[src/rtl/mc_main_control.sv]
// rtl/mc_main_control.sv - multi-cycle main control FSM for the homework CPU datapath
// Moore-style decode from state; only FETCH (ack) and BRANCH (zero) look at inputs.
module mc_main_control #(
    parameter logic [2:0] ALUOP_RTYPE = 3'b000,
    parameter logic [2:0] ALUOP_MEM   = 3'b010,
    parameter logic [2:0] ALUOP_BR    = 3'b001,
    parameter int         MEM_TIMEOUT = 15
) (
    input  logic       clk,
    input  logic       rst_n,
    input  logic [3:0] opcode,
    input  logic       zero,
    input  logic       mem_ack,
    output logic       mem_req,
    output logic       mem_we,
    output logic       iord,
    output logic       ir_write,
    output logic       pc_write,
    output logic [1:0] pc_src,
    output logic       alu_src_a,
    output logic [1:0] alu_src_b,
    output logic [2:0] aluop,
    output logic       reg_dst,
    output logic       reg_write,
    output logic       mem_to_reg,
    output logic       illegal,
    output logic [3:0] state_o
);

    typedef enum logic [3:0] {
        S_FETCH  = 4'd0,
        S_DECODE = 4'd1,
        S_EXEC   = 4'd2,
        S_WB_ALU = 4'd3,
        S_ADDR   = 4'd4,
        S_MEMRD  = 4'd5,
        S_MEMWR  = 4'd6,
        S_WB_MEM = 4'd7,
        S_BRANCH = 4'd8,
        S_JUMP   = 4'd9,
        S_TRAP   = 4'd10
    } state_t;

    localparam logic [7:0] TMO_LAST = 8'(MEM_TIMEOUT - 1);

    state_t     state, state_next;
    logic [3:0] op_q;
    logic [7:0] tmo_cnt, tmo_cnt_next;
    logic       in_mem;
    logic       tmo_hit;

    logic       mem_req_d, mem_we_d, ir_write_d, pc_write_d, reg_write_d;

    assign in_mem  = (state == S_FETCH) || (state == S_MEMRD) || (state == S_MEMWR);
    assign tmo_hit = in_mem && !mem_ack && (tmo_cnt == TMO_LAST);

    always_ff @(posedge clk or negedge rst_n) begin
        if (!rst_n) begin
            state   <= S_FETCH;
            op_q    <= 4'd0;
            tmo_cnt <= 8'd0;
        end else begin
            state   <= state_next;
            tmo_cnt <= tmo_cnt_next;
            if (state == S_DECODE) begin
                op_q <= opcode;
            end
        end
    end

    // Counter is held at zero outside the mem states, so entry always starts from zero.
    always_comb begin
        state_next   = state;
        tmo_cnt_next = 8'd0;
        if (in_mem && !mem_ack) begin
            tmo_cnt_next = tmo_cnt + 8'd1;
        end
        case (state)
            S_FETCH: begin
                if (mem_ack) begin
                    state_next = S_DECODE;
                end else if (tmo_hit) begin
                    state_next = S_TRAP;
                end
            end
            S_DECODE: begin
                if (opcode <= 4'd6) begin
                    state_next = S_EXEC;
                end else if ((opcode == 4'd8) || (opcode == 4'd9)) begin
                    state_next = S_ADDR;
                end else if ((opcode == 4'd10) || (opcode == 4'd11)) begin
                    state_next = S_BRANCH;
                end else if (opcode == 4'd12) begin
                    state_next = S_JUMP;
                end else begin
                    state_next = S_TRAP;
                end
            end
            S_EXEC:   state_next = S_WB_ALU;
            S_WB_ALU: state_next = S_FETCH;
            S_ADDR:   state_next = (op_q == 4'd8) ? S_MEMRD : S_MEMWR;
            S_MEMRD: begin
                if (mem_ack) begin
                    state_next = S_WB_MEM;
                end else if (tmo_hit) begin
                    state_next = S_TRAP;
                end
            end
            S_MEMWR: begin
                if (mem_ack) begin
                    state_next = S_FETCH;
                end else if (tmo_hit) begin
                    state_next = S_TRAP;
                end
            end
            S_WB_MEM: state_next = S_FETCH;
            S_BRANCH: state_next = S_FETCH;
            S_JUMP:   state_next = S_FETCH;
            S_TRAP:   state_next = S_TRAP;
            default:  state_next = S_FETCH;
        endcase
    end

    always_comb begin
        mem_req_d   = 1'b0;
        mem_we_d    = 1'b0;
        iord        = 1'b0;
        ir_write_d  = 1'b0;
        pc_write_d  = 1'b0;
        pc_src      = 2'd0;
        alu_src_a   = 1'b0;
        alu_src_b   = 2'd0;
        aluop       = ALUOP_MEM;
        reg_dst     = 1'b0;
        reg_write_d = 1'b0;
        mem_to_reg  = 1'b0;
        case (state)
            S_FETCH: begin
                mem_req_d  = 1'b1;
                alu_src_b  = 2'd1;
                ir_write_d = mem_ack;
                pc_write_d = mem_ack;
            end
            S_DECODE: begin
                alu_src_b = 2'd2;
            end
            S_EXEC: begin
                alu_src_a = 1'b1;
                if (op_q == 4'd0) begin
                    alu_src_b = 2'd0;
                    aluop     = ALUOP_RTYPE;
                end else begin
                    alu_src_b = 2'd2;
                    aluop     = op_q[2:0];
                end
            end
            S_WB_ALU: begin
                reg_write_d = 1'b1;
                reg_dst     = (op_q == 4'd0);
            end
            S_ADDR: begin
                alu_src_a = 1'b1;
                alu_src_b = 2'd2;
            end
            S_MEMRD: begin
                mem_req_d = 1'b1;
                iord      = 1'b1;
            end
            S_MEMWR: begin
                mem_req_d = 1'b1;
                mem_we_d  = 1'b1;
                iord      = 1'b1;
            end
            S_WB_MEM: begin
                reg_write_d = 1'b1;
                mem_to_reg  = 1'b1;
            end
            S_BRANCH: begin
                alu_src_a  = 1'b1;
                aluop      = ALUOP_BR;
                pc_src     = 2'd1;
                pc_write_d = zero ^ op_q[0];
            end
            S_JUMP: begin
                pc_src     = 2'd2;
                pc_write_d = 1'b1;
            end
            default: begin
            end
        endcase
    end

    // Strobes are gated by reset so nothing fires while rst_n is held low.
    assign mem_req   = mem_req_d   & rst_n;
    assign mem_we    = mem_we_d    & rst_n;
    assign ir_write  = ir_write_d  & rst_n;
    assign pc_write  = pc_write_d  & rst_n;
    assign reg_write = reg_write_d & rst_n;
    assign illegal   = (state == S_TRAP);
    assign state_o   = state;

endmodule

[config.mk]
export PLATFORM = sky130hd
export DESIGN_NAME = mc_main_control
export DESIGN_NICKNAME = d
export VERILOG_FILES = /design/src/rtl/mc_main_control.sv
export SDC_FILE = /design/constraint.sdc
export NUM_CORES = 1
export LEC_CHECK = 0
export CORE_MARGIN = 2
export CORE_UTILIZATION = 25
export CTS_CLUSTER_SIZE = 10
export DETAILED_ROUTE_END_ITERATION = 8
export DONT_BUFFER_PORTS = 1
export GPL_TIMING_DRIVEN = 0
export SYNTH_ARGS = -nofsm -noshare
export SYNTH_HDL_FRONTEND = slang
export SYNTH_SLANG_ARGS = --single-unit
[constraint.sdc]
create_clock -name clk -period 1.97 [get_ports clk]
set_input_delay 0.197 -clock clk [delete_from_list [all_inputs] [get_ports clk]]
set_output_delay 0.197 -clock clk [all_outputs]
set_load 0.01 [all_outputs]
==> impl_metrics.yaml, run 1 <==
detailed_routing:
  dr.first_iter.drc_count: 40
  drt-vias-per-instance: 5.01
  dr_total_vias: 931
  drt_pass1_iterations: 4
  post-route-drc-count: 0
  ant_nets: 0
  routed_wirelength_um: 2810
  avgRoutedWirePerCell_um: 15.1
sta:
  fin_worst_skew_ps: 1.71
  drv_slew: 0
  finalSetupTns_ps: 0
  relSlewSlack_pct: 49.6
  worst_pin_slew_ps: 754
  period_share_pct: 94.3
  rsz0062_at_grt: "no"
  setup_viol: 0
  final_hold_viol_count: 0
  clock.fmax_mhz: 538
  timing.final.crit_period_ps: 1860
die:
  initial_utilization_pct: 26.4
  num_io_pins: 29
  die-area_um2: 5230
  std_cell_rows: 24
  core-area_um2: 4410
  fp.dieH_um: 72.3
  die_w_um: 72.3
global_route:
  first_global_vias: 886
  grt_max_degree: 17
  grt_first_pass_wirelength_um: 4620
  grt.total_usage_pct: 11.4
  antenna_found_initial: 0
  gr-total-overflow: 0
min_path:
  holdCritStartpoint: "opcode[2]"
  hp-class: "input port to flop"
synth:
  synth_top_area_cell: "dfrtp_1"
  synth_area_leaders: "dfrtp_1 (34%), nor2_1 (5.1%), xor2_1 (4.5%)"
  netlist_instances: 129
  synth-edff-count: 0
  synthArstFlopShare_pct: 100
  ys_ff_latch: 16
  synth_area_um2: 1170
  synth.distinct_cells: 45
  ys.flop_type: "dfrtp_1"
  synth_nets: 139
  avgSynthCellArea_um2: 9.05
  synth_warnings: 0
  ys_seq_area_share_pct: 34.3
  yosys.area.top_type_share_pct: 34.3
setup_path:
  arrival_ps: 1660
  rr_startpoint: "state_o[2]"
  path_class: "flop to output pin"
  max_stage_delay_ps: 420
  crit_start: "state_o[0]"
  cp_max_fo: 8
  worstPathRequired_ps: 1770
  slowest_stage: "dfrtp_1"
  end_kind: "output pin"
  cp-start-kind: "flop"
  crit_chain: "buf_4, nor4_4, and3_2, nand2b_1"
clock_tree:
  clock_path_buffers: 2
  cts_buffers: 3
  clkTransAtPathRegs_ps: 70
  clkLatencyLatePin_ps: 250
  cts.sink_count: 16
  cts_htree_levels: 1
  postCtsSetupBuffers: 0
  cts_tree: "done"
  cts_root_buf: "clkbuf_8"
final_layout:
  area_growth_pct: 13.2
  post-route-util_pct: 29.9
  multi_input_area_um2: 723
  seq_area_um2: 403
  drive_gt1_share_pct: 23.1
  num_antenna_cells: 0
  fin_nets: 145
  finalNonFillerCells: 186
  fillers: 481
run_status:
  status: "finished, final reports clean"
place:
  dp_cells: 181
  portBuffers: 0
  place.detailed.hpwl_um: 2050
  place_congestion: 0.761
flow_run:
  cap_violations: 0
pwr:
  p_per_area_nw_per_um2: 1450
  p_leak_nw: 0.537
  finalPower_mw: 1.91
  irDropWorstVdd_v: 0.000392
==> final cells by class <==
class                      count  area share, %
buffer                         8           4.07
clock buffer                   4           4.17
inverter                       3          0.852
multi-input combinational    102           54.7
sequential                    16           30.5
tap                           52           4.92
timing repair buffer           1          0.758
==> where the power goes <==
group          internal [mW]  switching [mW]  total (mW)
Sequential             0.429           0.150       0.579
Combinational          0.432           0.608        1.04
Clock                  0.177           0.115       0.292
==> critical path, delay by kind of cell, from the launching register on <==
family,cells,cell delay [ps]
simple gates,3,800
flops,1,420
buf+inv,1,190
==> per-layer routing <==
| layer | track usage (%) | up-vias | wire length, um |
|---|---|---|---|
| li1 | - | 466 | - |
| met1 | 15.9 | 435 | 1310 |
| met2 | 16.7 | 28 | 1300 |
| met3 | 3.47 | 2 | 185 |
| met4 | 3.77 | 0 | 14 |
| met5 | 0 | - | 0 |
==> metrics by stage <==
| step | worst slack, ps | area [um2] | hold WS, ps |
|---|---|---|---|
| 6_report | 113 | 1320 | 98.4 |
| 5_1_grt | 34.7 | 1320 | 94.7 |
| 4_1_cts | 56.8 | 1310 | 96.0 |
| 3_5_place_dp | 248 | 1230 | -97.8 |
| 3_3_place_gp | 244 | 1230 | -97.8 |
| 2_1_floorplan | 379 | 1170 | -98.6 |
==> timing repair <==
action / CTS / global route
cloned: 0 / 0
hold buffers: 1 / 0
endpoints found under the hold margin: 16 / 0
setup endpoints to repair: 1 / 4
pin swaps: 0 / 0
resized for setup: 1 / 5
==> synthesized netlist by cell type, drive strengths merged, types with 3 or more instances <==
| cell | instances |
|---|---|
| nand2 | 8 |
| nor4 | 3 |
| a21oi | 6 |
| nand4 | 3 |
| nor2 | 16 |
| nor2b | 4 |
| xor2 | 6 |
| mux2 | 4 |
| inv | 3 |
| and3 | 4 |
| nand2b | 8 |
| buf | 8 |
| nand3 | 3 |
| nor3 | 7 |
| dfrtp | 16 |
| o21ai | 5 |
==> sequential cells by signal, summed over array words and instances, names as in the netlist <==
register / count
tmo_cnt: 8
op_q: 4
state_o: 4
==> cell families after synthesis <==
kind of cell,count (synthesis),share of synthesized area (%)
adder cells (fa/ha/maj),2,2.14
multiplexers,4,3.86
AO/OA/AOI/OAI,24,15.0
AND/OR/NAND/NOR,64,33.1
XOR/XNOR,8,6.00
flip-flops,16,34.3
buffers and inverters,11,5.57
==> path summary, 6_finish.rpt <==
path / end / slack, ps / cells after the start
worst min register to register: tmo_cnt[3] / 530 / 2
min in group asynchronous: tmo_cnt[3] / 460 / 1
worst max-delay path: pc_write / 110 / 4
max in group asynchronous: state_o[3] / 990 / 1
worst max register to register: state_o[0] / 430 / 6
worst min-delay path: op_q[2] / 100 / 1
==> cell usage in the layout (no fill, tap or decap), types with 3 or more instances in the layout <==
cell type  count
nor2_1        16
dfrtp_1       14
nand2_1        8
nand2b_1       7
a21oi_1        6
xor2_1         6
buf_2          4
nor3_1         4
nor2b_1        4
mux2_2         4
clkbuf_8       4
buf_4          3
and3_1         3
o21ai_0        3
nand4_1        3
inv_1          3
Power figures use the tool's default switching activity.
==> inputs of run 2 (changes only) <==
--- a/config.mk
+++ b/config.mk
@@ -7,10 +7,12 @@
 export LEC_CHECK = 0
 export CORE_MARGIN = 2
 export CORE_UTILIZATION = 25
+export CTS_CLUSTER_DIAMETER = 40
 export CTS_CLUSTER_SIZE = 10
 export DETAILED_ROUTE_END_ITERATION = 8
 export DONT_BUFFER_PORTS = 1
 export GPL_TIMING_DRIVEN = 0
+export PLACE_DENSITY = 0.48
 export SYNTH_ARGS = -nofsm -noshare
 export SYNTH_HDL_FRONTEND = slang
 export SYNTH_SLANG_ARGS = --single-unit
==> run 2 against run 1 <==
Net effect:
- register-to-register slack gained 20 ps
- flip-flop and latch count is the same
- cell count is the same
- highest routed layer unchanged
- clock-buffer cell count is the same
- worst hold slack lost 7.3 ps
- critical path type unchanged
- power grew 0.52%
- critical endpoint unchanged
- utilization shrank 0.085 points
==> impl_metrics.yaml, run 2 (synthesis results as in run 1) <==
run_status:
  status: "finished, final reports clean"
setup_path:
  crit_chain: "buf_4, nor4_4, and3_1, nand2b_1"
  path_class: "flop to output pin"
  arrival_ps: 1670
  end_kind: "output pin"
  reg2reg_slack_ps: 450
  max_stage_delay_ps: 430
  rr_startpoint: "state_o[1]"
  slowest_stage: "dfrtp_1"
  worstPathRequired_ps: 1770
  crit_start: "state_o[0]"
  critPathCapture: "pc_write"
  cp_max_fo: 8
  cp-start-kind: "flop"
  rr_endpoint: "op_q[0]"
  rr_worst_depth: 3
pwr:
  p_leak_nw: 0.540
  comb_power_share_pct: 54.4
  netSwitchingFraction_pct: 46.0
  p_per_area_nw_per_um2: 1460
  pwr-share-clk_pct: 15.5
  switchingPower_uw: 885
  intPower_mw: 1.04
  irDropWorstVdd_v: 0.000279
  p_seq_share_pct: 30.0
die:
  die-area_um2: 5230
  std_cell_rows: 24
  num_io_pins: 29
  fp.dieH_um: 72.3
  die_w_um: 72.3
  initial_utilization_pct: 26.4
  core-area_um2: 4410
global_route:
  grt_first_pass_wirelength_um: 4600
  first_global_vias: 931
  grt_max_degree: 17
  gr-total-overflow: 0
  antenna_found_initial: 0
  grt.total_usage_pct: 11.2
clock_tree:
  cts_tree: "done"
  cts_htree_levels: 1
  postCtsSetupBuffers: 0
  cts.sink_count: 16
  clkTransAtPathRegs_ps: 70
  clkLatencyLatePin_ps: 260
  cts_root_buf: "clkbuf_8"
  clock_path_buffers: 2
  cts_buffers: 3
final_layout:
  drive_gt1_share_pct: 21.6
  area_growth_pct: 12.9
  largest_reg_flops: 8
  mostFrequentLayoutCell: "nor2_1"
  num_antenna_cells: 0
  stdcell_area_um2: 1320
  fin_nets: 145
  final_cell_mix: "nor2_1 (16), dfrtp_1 (15), nand2_1 (8)"
  largest-register: "tmo_cnt"
  fillers: 459
sta:
  finalSetupTns_ps: 0
  setup_ws_ps: 101
  clock.fmax_mhz: 535
  final_hold_viol_count: 0
  fin_worst_skew_ps: 5.68
  worst_pin_slew_ps: 747
  timing.final.crit_period_ps: 1870
  relSlewSlack_pct: 50.0
  setup_viol: 0
  period_share_pct: 94.9
  drv_slew: 0
  rsz0062_at_grt: "no"
place:
  portBuffers: 0
  place_ws_ps: 276
  place_congestion: 0.776
  placed_area_um2: 1230
  place.detailed.hpwl_um: 2150
detailed_routing:
  avgRoutedWirePerCell_um: 14.8
  drt_pass1_iterations: 4
  post-route-drc-count: 0
  drt-vias-per-instance: 5.12
  ant_nets: 0
  routed_wirelength_um: 2740
  dr.first_iter.drc_count: 26
  dr_total_vias: 953
min_path:
  hp-class: "input port to flop"
  holdCritStartpoint: "opcode[3]"
flow_run:
  cap_violations: 0
## run 2: layout make-up
type / count / area [um2] / area share, %
Multi-Input combinational cell: 102 / 721 / 54.7
Sequential cell: 16 / 402 / 30.5
Tap cell: 52 / 65.1 / 4.94
Clock buffer: 4 / 55.1 / 4.18
Buffer: 8 / 53.8 / 4.08
Inverter: 3 / 11.3 / 0.855
Timing Repair Buffer: 1 / 10.0 / 0.760
## run 2: what timing repair did
item | CTS | global route
hold endpoints to repair | 16 | 0
resized for setup | 1 | 3
cloned | 0 | 0
hold buffers | 1 | 0
endpoints found under the setup margin | 1 | 3
## run 2: how the worst min path moves through the flow
stage	depth (start not counted)	to
4_1_cts	1	op_q[3]
5_1_grt	1	op_q[2]
3_5_place_dp	0	state_o[0]
2_1_floorplan	0	op_q[0]
3_3_place_gp	0	state_o[1]
6_report	1	op_q[3]
## run 2: power groups by stage
stage / clock network (mW) / logic (mW) / registers (mW)
2_1_floorplan: 0 / 0.846 / 0.535
3_3_place_gp: 0 / 1.00 / 0.573
3_5_place_dp: 0 / 1.01 / 0.575
4_1_cts: 0.302 / 1.04 / 0.576
5_1_grt: 0.317 / 1.17 / 0.596
6_report: 0.299 / 1.05 / 0.577
## run 2: layer usage
metal  part of all wire, %  track usage [%]  vias to the layer above
li1                      -                -                      470
met3                   7.8             2.92                        3
met1                    45             14.0                      452
met2                    46             18.0                       28
met5                     0                0                        -
met4                   1.6             5.03                        0
## run 2: through the flow
| stage | util [%] | cells | total power [mW] | hold slack [ps] |
|---|---|---|---|---|
| 3_5_place_dp | 27.9 | 181 | 1.59 | -97.6 |
| 2_1_floorplan | - | 129 | 1.38 | -98.6 |
| 4_1_cts | 29.6 | 186 | 1.92 | 89.0 |
| 6_report | 29.8 | 186 | 1.92 | 91.1 |
| 3_3_place_gp | 27.9 | 181 | 1.57 | -97.5 |
| 5_1_grt | 29.8 | 186 | 2.08 | 82.5 |
## run 2: critical path, delay by kind of cell, from the launching register on
kind | cells | cell delay, ps
AND/OR/NAND/NOR | 3 | 790
flip-flops | 1 | 430
buffers and inverters | 1 | 190
==> inputs of run 3 (changes only) <==
--- a/config.mk
+++ b/config.mk
@@ -12,7 +12,7 @@
 export DETAILED_ROUTE_END_ITERATION = 8
 export DONT_BUFFER_PORTS = 1
 export GPL_TIMING_DRIVEN = 0
-export PLACE_DENSITY = 0.48
+export PLACE_DENSITY = 0.38
 export SYNTH_ARGS = -nofsm -noshare
 export SYNTH_HDL_FRONTEND = slang
 export SYNTH_SLANG_ARGS = --single-unit
==> run 3 against run 2 <==
Net effect:
- cell count decreased by 0.54%
- die area unchanged
- sequential share of layout area increased by 0.45 points
- non-clock buffer count unchanged
- fmax about the same
- register-to-register slack got worse by 40 ps
- power decreased by 1.9%
- clock-buffer cell count decreased by 1
- combinational power about the same
- sequential power increased by 2%
- clock skew decreased by 1.3 ps
- clock power decreased by 18%
==> impl_metrics.yaml, run 3 (synthesis results as in run 1) <==
run_status:
  status: "finished, final reports clean"
clock_tree:
  cts_htree_levels: 1
  cts.sink_count: 16
  cts_buffers: 3
  cts_tree: "done"
  clock_path_buffers: 2
  postCtsSetupBuffers: 0
  clkLatencyLatePin_ps: 240
  clkTransAtPathRegs_ps: 60
  cts_root_buf: "clkbuf_8"
die:
  die_w_um: 72.3
  fp.dieH_um: 72.3
  die-area_um2: 5230
  std_cell_rows: 24
  num_io_pins: 29
  initial_utilization_pct: 26.4
  core-area_um2: 4410
setup_path:
  max_stage_delay_ps: 430
  rr_endpoint: "op_q[3]"
  rr_startpoint: "state_o[0]"
  critPathCapture: "pc_write"
  cp_max_fo: 8
  path_delay_family: "simple AND/OR/NAND/NOR gates"
  crit_start: "state_o[0]"
  crit_chain: "buf_4, nor4_4, and3_2, nand2b_1"
  rr_worst_depth: 4
  cp-start-kind: "flop"
  end_kind: "output pin"
  path_class: "flop to output pin"
  worstPathRequired_ps: 1770
  slowest_stage: "dfrtp_1"
  path_depth: 4
  path_buf_inv: 1
  reg2reg_slack_ps: 410
  arrival_ps: 1670
pwr:
  p_leak_nw: 0.528
  intPower_uw: 990
  p_seq_share_pct: 31.1
  irDropWorstVdd_v: 0.000484
  pwr-share-clk_pct: 12.9
  comb_power_share_pct: 55.9
  netSwitchingFraction_pct: 47.5
  finalPower_mw: 1.88
  p_per_area_nw_per_um2: 1450
  switchingPower_uw: 894
sta:
  finalSetupTns_ps: 0
  drv_slew: 0
  setup_ws_ps: 99.1
  relSlewSlack_pct: 50.1
  final_hold_viol_count: 0
  clock.fmax_mhz: 535
  setup_viol: 0
  period_share_pct: 95.0
  fin_worst_skew_ps: 4.43
  timing.final.crit_period_ps: 1870
  rsz0062_at_grt: "yes"
  worst_pin_slew_ps: 745
flow_run:
  cap_violations: 0
place:
  place_congestion: 0.786
  placed_area_um2: 1230
  place_ws_ps: 214
  portBuffers: 0
  place.detailed.hpwl_um: 2290
detailed_routing:
  dr_total_vias: 962
  avgRoutedWirePerCell_um: 16.7
  dr.first_iter.drc_count: 43
  routed_wirelength_um: 3080
  drt-vias-per-instance: 5.20
  post-route-drc-count: 0
  drt_pass1_iterations: 4
  ant_nets: 0
final_layout:
  fin_nets: 145
  area_growth_pct: 11.6
  drive_gt1_share_pct: 21.8
  largest_reg_flops: 8
  post-route-util_pct: 29.5
  largest-register: "tmo_cnt"
  num_antenna_cells: 0
  mostFrequentLayoutCell: "nor2_1"
  final_cell_mix: "nor2_1 (16), dfrtp_1 (14), nand2_1 (8)"
  stdcell_area_um2: 1300
min_path:
  hp-class: "input port to flop"
  worstHoldPathCells: 1
global_route:
  grt_first_pass_wirelength_um: 4710
  grt_max_degree: 17
  antenna_found_initial: 0
  grt.total_usage_pct: 11.9
  gr-total-overflow: 0
  first_global_vias: 893
-- run 3: cell types whose count changed in the layout (fill, tap and decap cells not counted), sizes merged --
cell	change
clkbuf	-1
-- run 3: metrics by stage --
| stage | cells | hold WS (ps) |
|---|---|---|
| 3_5_place_dp | 181 | -98.0 |
| 3_3_place_gp | 181 | -97.9 |
| 5_1_grt | 185 | 86.9 |
| 4_1_cts | 185 | 93.6 |
| 2_1_floorplan | 129 | -98.6 |
| 6_report | 185 | 103 |
-- run 3: per-layer routing --
metal | global-route usage (%) | vias to the layer above | share of wire [%]
met5 | 0 | - | 0
met4 | 3.14 | 0 | 0.62
met3 | 3.47 | 2 | 6.5
met2 | 17.6 | 27 | 44
met1 | 16.9 | 472 | 49
li1 | - | 461 | -
-- run 3: power by group through the flow --
| stage | combinational [mW] | clock [mW] | sequential [mW] |
|---|---|---|---|
| floorplan | 0.846 | 0 | 0.535 |
| finish | 1.05 | 0.244 | 0.587 |
| global placement | 1.02 | 0 | 0.579 |
| CTS | 1.06 | 0.258 | 0.582 |
| detailed placement | 1.03 | 0 | 0.584 |
| global route | 1.15 | 0.278 | 0.603 |
-- run 3: layout make-up --
class,instances,area [um2]
Multi-Input combinational cell,102,718
Timing Repair Buffer,1,10.0
Tap cell,52,65.1
Inverter,3,11.3
Fill cell,481,3110
Clock buffer,3,41.3
Buffer,8,53.8
Sequential cell,16,403
-- run 3: how the worst min path moves through the flow --
stage	endpoint	start	slack [ps]
after floorplan	op_q[0]	rst_n	-100
after global placement	tmo_cnt[0]	rst_n	-100
after detailed placement	tmo_cnt[0]	rst_n	-100
after CTS	op_q[1]	opcode[1]	90
after global routing	op_q[0]	opcode[0]	90
final	op_q[1]	opcode[1]	100
-- run 3: timing repair --
| action | 4_1_cts | 5_1_grt |
|---|---|---|
| hold endpoints to repair | 16 | 0 |
| hold buffers | 1 | 0 |
| resized for setup | 1 | 4 |
| setup endpoints to repair | 1 | 4 |
